<file path="src/rtl/thirty_two_bit_adder.sv">
// thirty_two_bit_adder: registered 32-bit two-level carry-lookahead adder
module thirty_two_bit_adder (
    input  logic        clk,
    input  logic        rst_n,
    input  logic [31:0] A,
    input  logic [31:0] B,
    input  logic        Cin,
    output logic [31:0] sum,
    output logic        Cout
);
    logic [31:0] p, g, c;
    logic [7:0]  gg, gp;
    logic [8:0]  gc;
    logic        pp;
    assign p = A ^ B;
    assign g = A & B;
    genvar i;
    generate
        for (i = 0; i < 8; i++) begin : grp
            logic [3:0] gp4, gg4;
            logic       ci;
            assign gp4 = p[4*i +: 4];
            assign gg4 = g[4*i +: 4];
            assign ci  = gc[i];
            assign c[4*i]   = ci;
            assign c[4*i+1] = gg4[0] | (gp4[0] & ci);
            assign c[4*i+2] = gg4[1] | (gp4[1] & gg4[0]) | (gp4[1] & gp4[0] & ci);
            assign c[4*i+3] = gg4[2] | (gp4[2] & gg4[1]) | (gp4[2] & gp4[1] & gg4[0])
                            | (gp4[2] & gp4[1] & gp4[0] & ci);
            assign gg[i] = gg4[3] | (gp4[3] & gg4[2]) | (gp4[3] & gp4[2] & gg4[1])
                         | (gp4[3] & gp4[2] & gp4[1] & gg4[0]);
            assign gp[i] = &gp4;
        end
    endgenerate
    // each group carry is a flat sum of products over lower (G, P) pairs and Cin
    always_comb begin
        gc = '0;
        pp = 1'b1;
        gc[0] = Cin;
        for (int k = 1; k < 9; k++) begin
            pp = 1'b1;
            for (int j = k - 1; j >= 0; j--) begin
                gc[k] = gc[k] | (pp & gg[j]);
                pp = pp & gp[j];
            end
            gc[k] = gc[k] | (pp & Cin);
        end
    end
    always_ff @(posedge clk or negedge rst_n) begin
        if (!rst_n) begin
            sum  <= '0;
            Cout <= 1'b0;
        end else begin
            sum  <= p ^ c;
            Cout <= gc[8];
        end
    end
endmodule

</file>
<file path="config.mk">
export PLATFORM = sky130hd
export DESIGN_NAME = thirty_two_bit_adder
export DESIGN_NICKNAME = d
export VERILOG_FILES = /design/src/rtl/thirty_two_bit_adder.sv
export SDC_FILE = /design/constraint.sdc
export NUM_CORES = 1
export LEC_CHECK = 0
export CAP_MARGIN = 20
export CORE_ASPECT_RATIO = 1.1
export CORE_MARGIN = 2
export CORE_UTILIZATION = 30
export CTS_BUF_LIST = sky130_fd_sc_hd__clkbuf_8 sky130_fd_sc_hd__clkbuf_16
export CTS_CLUSTER_DIAMETER = 120
export DETAILED_ROUTE_END_ITERATION = 10
export GPL_ROUTABILITY_DRIVEN = 0
export GPL_TIMING_DRIVEN = 0
export SYNTH_ARGS = -nofsm -noshare
export SYNTH_HDL_FRONTEND = slang
export SYNTH_SLANG_ARGS = --single-unit
</file>
<file path="constraint.sdc">
create_clock -name clk -period 0.8 [get_ports clk]
set_input_delay 0.24 -clock clk [delete_from_list [all_inputs] [get_ports clk]]
set_output_delay 0.24 -clock clk [all_outputs]
set_load 0.005 [all_outputs]
</file>
# Yosys cells after proc, flatten, opt, wreduce, memory -nomap -nowiden
# Cells that the tools add are included.
dict set report classes {
  bitwise_logic 287
  n_reduce_logical 8
}
# cell n
set op_table {}
lappend op_table {{bitwise AND 1 bit} 176}
lappend op_table {{OR 1 bit} 108}
lappend op_table {{XOR 32 bit} 2}
lappend op_table {{bitwise AND 32 bit} 1}
lappend op_table {{AND reduction 4 bit} 8}
dict set report totals {
  inputBits 67
  ff_bits 33
  out_inout_bits 33
  wordCells 297
}

# Logic depth before layout (Yosys ltp)
dict set report logic_depth {
  word_depth 16
  depth_mapped 9
  depth_no_buf 9
}

# Worst setup path before layout
# OpenSTA, ideal clock, no wires.
dict set report synth_path {
  kind {input-to-reg}
  start {input A[22]}
  end {register sum[29]}
  stages 8
  path_slack_ns -1.661
  n_path_buf 0
  arrival_ns 2.337
  required_time_ns 0.676
  setup_ns 0.124
  cell_sequence {ha_1 -> and4_2 -> and2_2 -> a221oi_1 -> a21oi_1 -> or2_2 -> fa_1 -> xor2_1}
}
dict set report synth_via {
  elab_chain_cells 16
  elab_cells_between_ends 34
  classes_between {bitwise: 33; reduce/logical: 1}
}
# item line_no
set synth_rtl {}
lappend synth_rtl {{from (decl)} 5} ;# input logic [31:0] A,
lappend synth_rtl {{bitwise AND 32 bit or XOR 32 bit (tied branches)} {16, 15}}
lappend synth_rtl {{bitwise AND 1 bit (on tied branches)} {30, 31}}
lappend synth_rtl {{OR 1 bit (tied with other cells)} 30} ;# assign gg[i] = gg4[3] | (gp4[3] & gg4[2]) | (gp4[3] & gp4[2] & gg4[1])
lappend synth_rtl {{OR 1 bit or bitwise AND 1 bit (tied branches)} {30, 31}}
lappend synth_rtl {{OR 1 bit} 31} ;# | (gp4[3] & gp4[2] & gp4[1] & gg4[0]);
lappend synth_rtl {{bitwise AND 1 bit} 43} ;# gc[k] = gc[k] | (pp & gg[j]);
lappend synth_rtl {{OR 1 bit (6 in a row)} 43}
lappend synth_rtl {{OR 1 bit *} 46} ;# gc[k] = gc[k] | (pp & Cin);
lappend synth_rtl {{bitwise AND 1 bit *} 26} ;# assign c[4*i+1] = gg4[0] | (gp4[0] & ci);
lappend synth_rtl {{OR 1 bit *} 26}
lappend synth_rtl {{XOR 32 bit *} 54} ;# sum <= p ^ c;
lappend synth_rtl {{to (signal assigned)} 54}
lappend synth_rtl {{to (decl)} 8} ;# output logic [31:0] sum,
# Mark *: on every way between the ends. The rest lies on a longest branch, timed or not.

# Final worst setup path
dict set report layout_path {
  start {input A[7]}
  end {register sum[24]}
}
dict set report layout_via {
  elab_chain_cells 10
  elab_cells_between_ends 20
  classes_between {bitwise: 19; reduce/logical: 1}
}
# item line_no
set layout_rtl {}
lappend layout_rtl {{XOR 32 bit} 15} ;# assign p = A ^ B;
lappend layout_rtl {{bitwise AND 1 bit (on tied branches)} {30, 31}}
lappend layout_rtl {{OR 1 bit (tied with other cells)} 30}
lappend layout_rtl {{OR 1 bit or bitwise AND 1 bit (tied branches)} {30, 31}}
lappend layout_rtl {{OR 1 bit} 31}
lappend layout_rtl {{bitwise AND 1 bit} 43}
lappend layout_rtl {{OR 1 bit (2 in a row)} 43}
lappend layout_rtl {{OR 1 bit *} 46}
lappend layout_rtl {{XOR 32 bit *} 54}
# Marked as above.

==> flow_summary.toml <==
[timing]
finalSetupViolations = 63
slew_viol_final = 0
max_freq_mhz = 490.5
worstMarginPinSlew_ps = 760.1
setup_ws_ps = -1239
grt_setup_unrepaired = "yes"
min_period_ps = 2039
hold_violations = 0
hold_slack_ps = 22.29
min_period_over_period_pct = 254.8
relSlewSlack_pct = 49.33

[power_and_ir_drop]
ir_drop_mv = 0.6105
intPower_uw = 4401
swShare_pct = 31.75
p_leak_uw = 0.001896
switchingPower_uw = 2048
clkPwrFrac_pct = 22.1
pwr-share-seq_pct = 32.4
combPwrFrac_pct = 45.5
powerDensity_mw_per_mm2 = 1454

[critical_path]
worstSetupPathType = "in2reg"
cp.arrival_ps = 2210
start_kind = "input port"
crit_required_ps = 970
cp_max_fo = 3
startpoint = "A[7]"
end_kind = "flop"

[die]
start_util_pct = 30.58
die_h_um = 97.68
rows = 34
ios = 100
core-area_mm2 = 0.007828
die_area_mm2 = 0.008710
fp.dieW_um = 89.17

[global_route]
grt_start_max_net_pins = 34
overflow = 0
grt_pass1_wl_um = 11350
grt_usage_pct = 16.32
grt_pass1_vias = 2482
antenna_found_initial = 0

[synth]
async_flop_share_pct = 100.0
synthFlopType = "dfrtp_1"
synth_top_area_cell = "dfrtp_1"
synthCells = 231
ys_ff_latch = 33
netlist_top_cells_area = "dfrtp_1 35%, ha_1 17%, fa_1 6.7%"
avgSynthCellArea_um2 = 10.36
syn-num-nets = 338
synth.distinct_cells = 49
synth_top_cell_area_share_pct = 34.50
synth_area_mm2 = 0.002394
synth_edf_count = 0
synth-seq-area-share_pct = 34.50
synthesis.yosys.warnings = 0

[placed_design]
dp_hpwl_um = 4832
port_buffers = 99
post_dp_cell_area_mm2 = 0.003887

[route]
vias_per_cell = 4.824
drt_iter0_drc = 44
routed_wl_um = 6978
drc = 0
antenna_left = 0
drtPass1Iterations = 4
num_vias = 2378
avgRoutedWirePerCell_um = 14.15

[finish]
design_area_mm2 = 0.004437
final_layout_size_suffix_gt1_share_pct = 61.56
final_nets = 491
final_common_cell = "buf_2"
layout_common_cells = "55 x buf_2, 37 x buf_4, 33 x dfrtp_1"
syn2layout_area_growth_pct = 85.36
fillers = 711
utilization_pct = 56.68
diodes = 0

[clock_tree]
root_buffer = "clkbuf_8"
ctsHoldBuffers = 0
clock_path_buffers = 2
cts_buffers = 5
clk_pin_slew_ps = 80
cts_sinks = 33
htreeDepth = 2
tritoncts = "done"

[min_path]
hold_class = "in2async"

[run]
max_cap_violations = 0

[outcome]
outcome = "finished, violations left"
violations = "negative setup slack"
[cell type report]
cell class | instances | area, um2 | area share, %
multi-input cells | 186 | 2218 | 50.00
repair buffers | 146 | 1101 | 24.82
flip-flops and latches | 33 | 825.8 | 18.61
well taps | 108 | 135.1 | 3.046
clock buffers | 7 | 96.34 | 2.171
inverters | 12 | 55.05 | 1.241
clock inverters | 1 | 5.005 | 0.1128
[path summary, 6_finish.rpt]
kind	cells after the start	slack [ps]	to
max in group asynchronous	1	300	Cout
worst min-delay path	1	20	sum[1]
min in group clk	2	260	sum[4]
worst max-delay path	8	-1240	sum[24]
[per-layer routing]
layer | GRT usage [%] | wire length (um) | vias to the layer above | part of all wire, %
met2 | 29.17 | 3672 | 70 | 53
met4 | 3.444 | 61 | 0 | 0.87
li1 | - | - | 1173 | -
met1 | 19.49 | 2815 | 1128 | 40
met5 | 0 | 0 | - | 0
met3 | 3.738 | 429 | 7 | 6.1
[what timing repair did]
item / 4_1_cts / 5_1_grt
gates resized for setup: 393 / 39
hold endpoints to repair: 0 / 0
buffers inserted: 43 / 10
endpoints found under the setup margin: 66 / 65
pin swaps: 60 / 32
[sequential cells by signal, indices dropped and copies added (netlist names)]
register and count:
Cout 1, sum 32
[through the flow]
step                worst slack [ps]  power (uW)  setup TNS (ps)  cells
finish                         -1239        6449          -36310    493
global route                   -1300        6901          -39540    493
CTS                            -1245        6325          -36630    488
detailed placement             -2089        4761          -63730    438
global placement               -2075        4738         -104080    438
floorplan                      -1312        3357          -29170    231
[cells by family after synthesis]
| group | synth area share (%) |
|---|---|
| xor gates and xnor gates | 6.221 |
| AOI/OAI and AO/OA | 18.82 |
| DFF | 34.50 |
| adders and majority gates | 23.42 |
| buffers and inverters | 1.882 |
| and+or+nand+nor | 15.16 |
[power by group through the flow]
stage                     combinational (uW)  sequential [uW]  clock, uW
after floorplan                         1170             2190          0
after global placement                  2600             2140          0
after detailed placement                2630             2140          0
after CTS                               2780             2090       1450
after global routing                    3240             2130       1530
final                                   2940             2090       1430
[cell usage after synthesis, types with 5 or more instances]
cell	count
dfrtp_1	33
ha_1	32
a21oi_1	21
nand2_1	15
inv_1	12
o21ai_0	10
xor2_1	9
a21o_1	8
fa_1	8
nor3_1	8
xnor2_1	8
nor2_1	6
nand3_1	5
[critical path: stages]
cell and delay, ps:
buf_6 100, ha_4 270, nand4_1 150, or4_1 490
o22a_1 230, a21boi_2 180, nand2b_4 150, fa_2 410
Note: power is estimated with default switching activity, not from simulation.
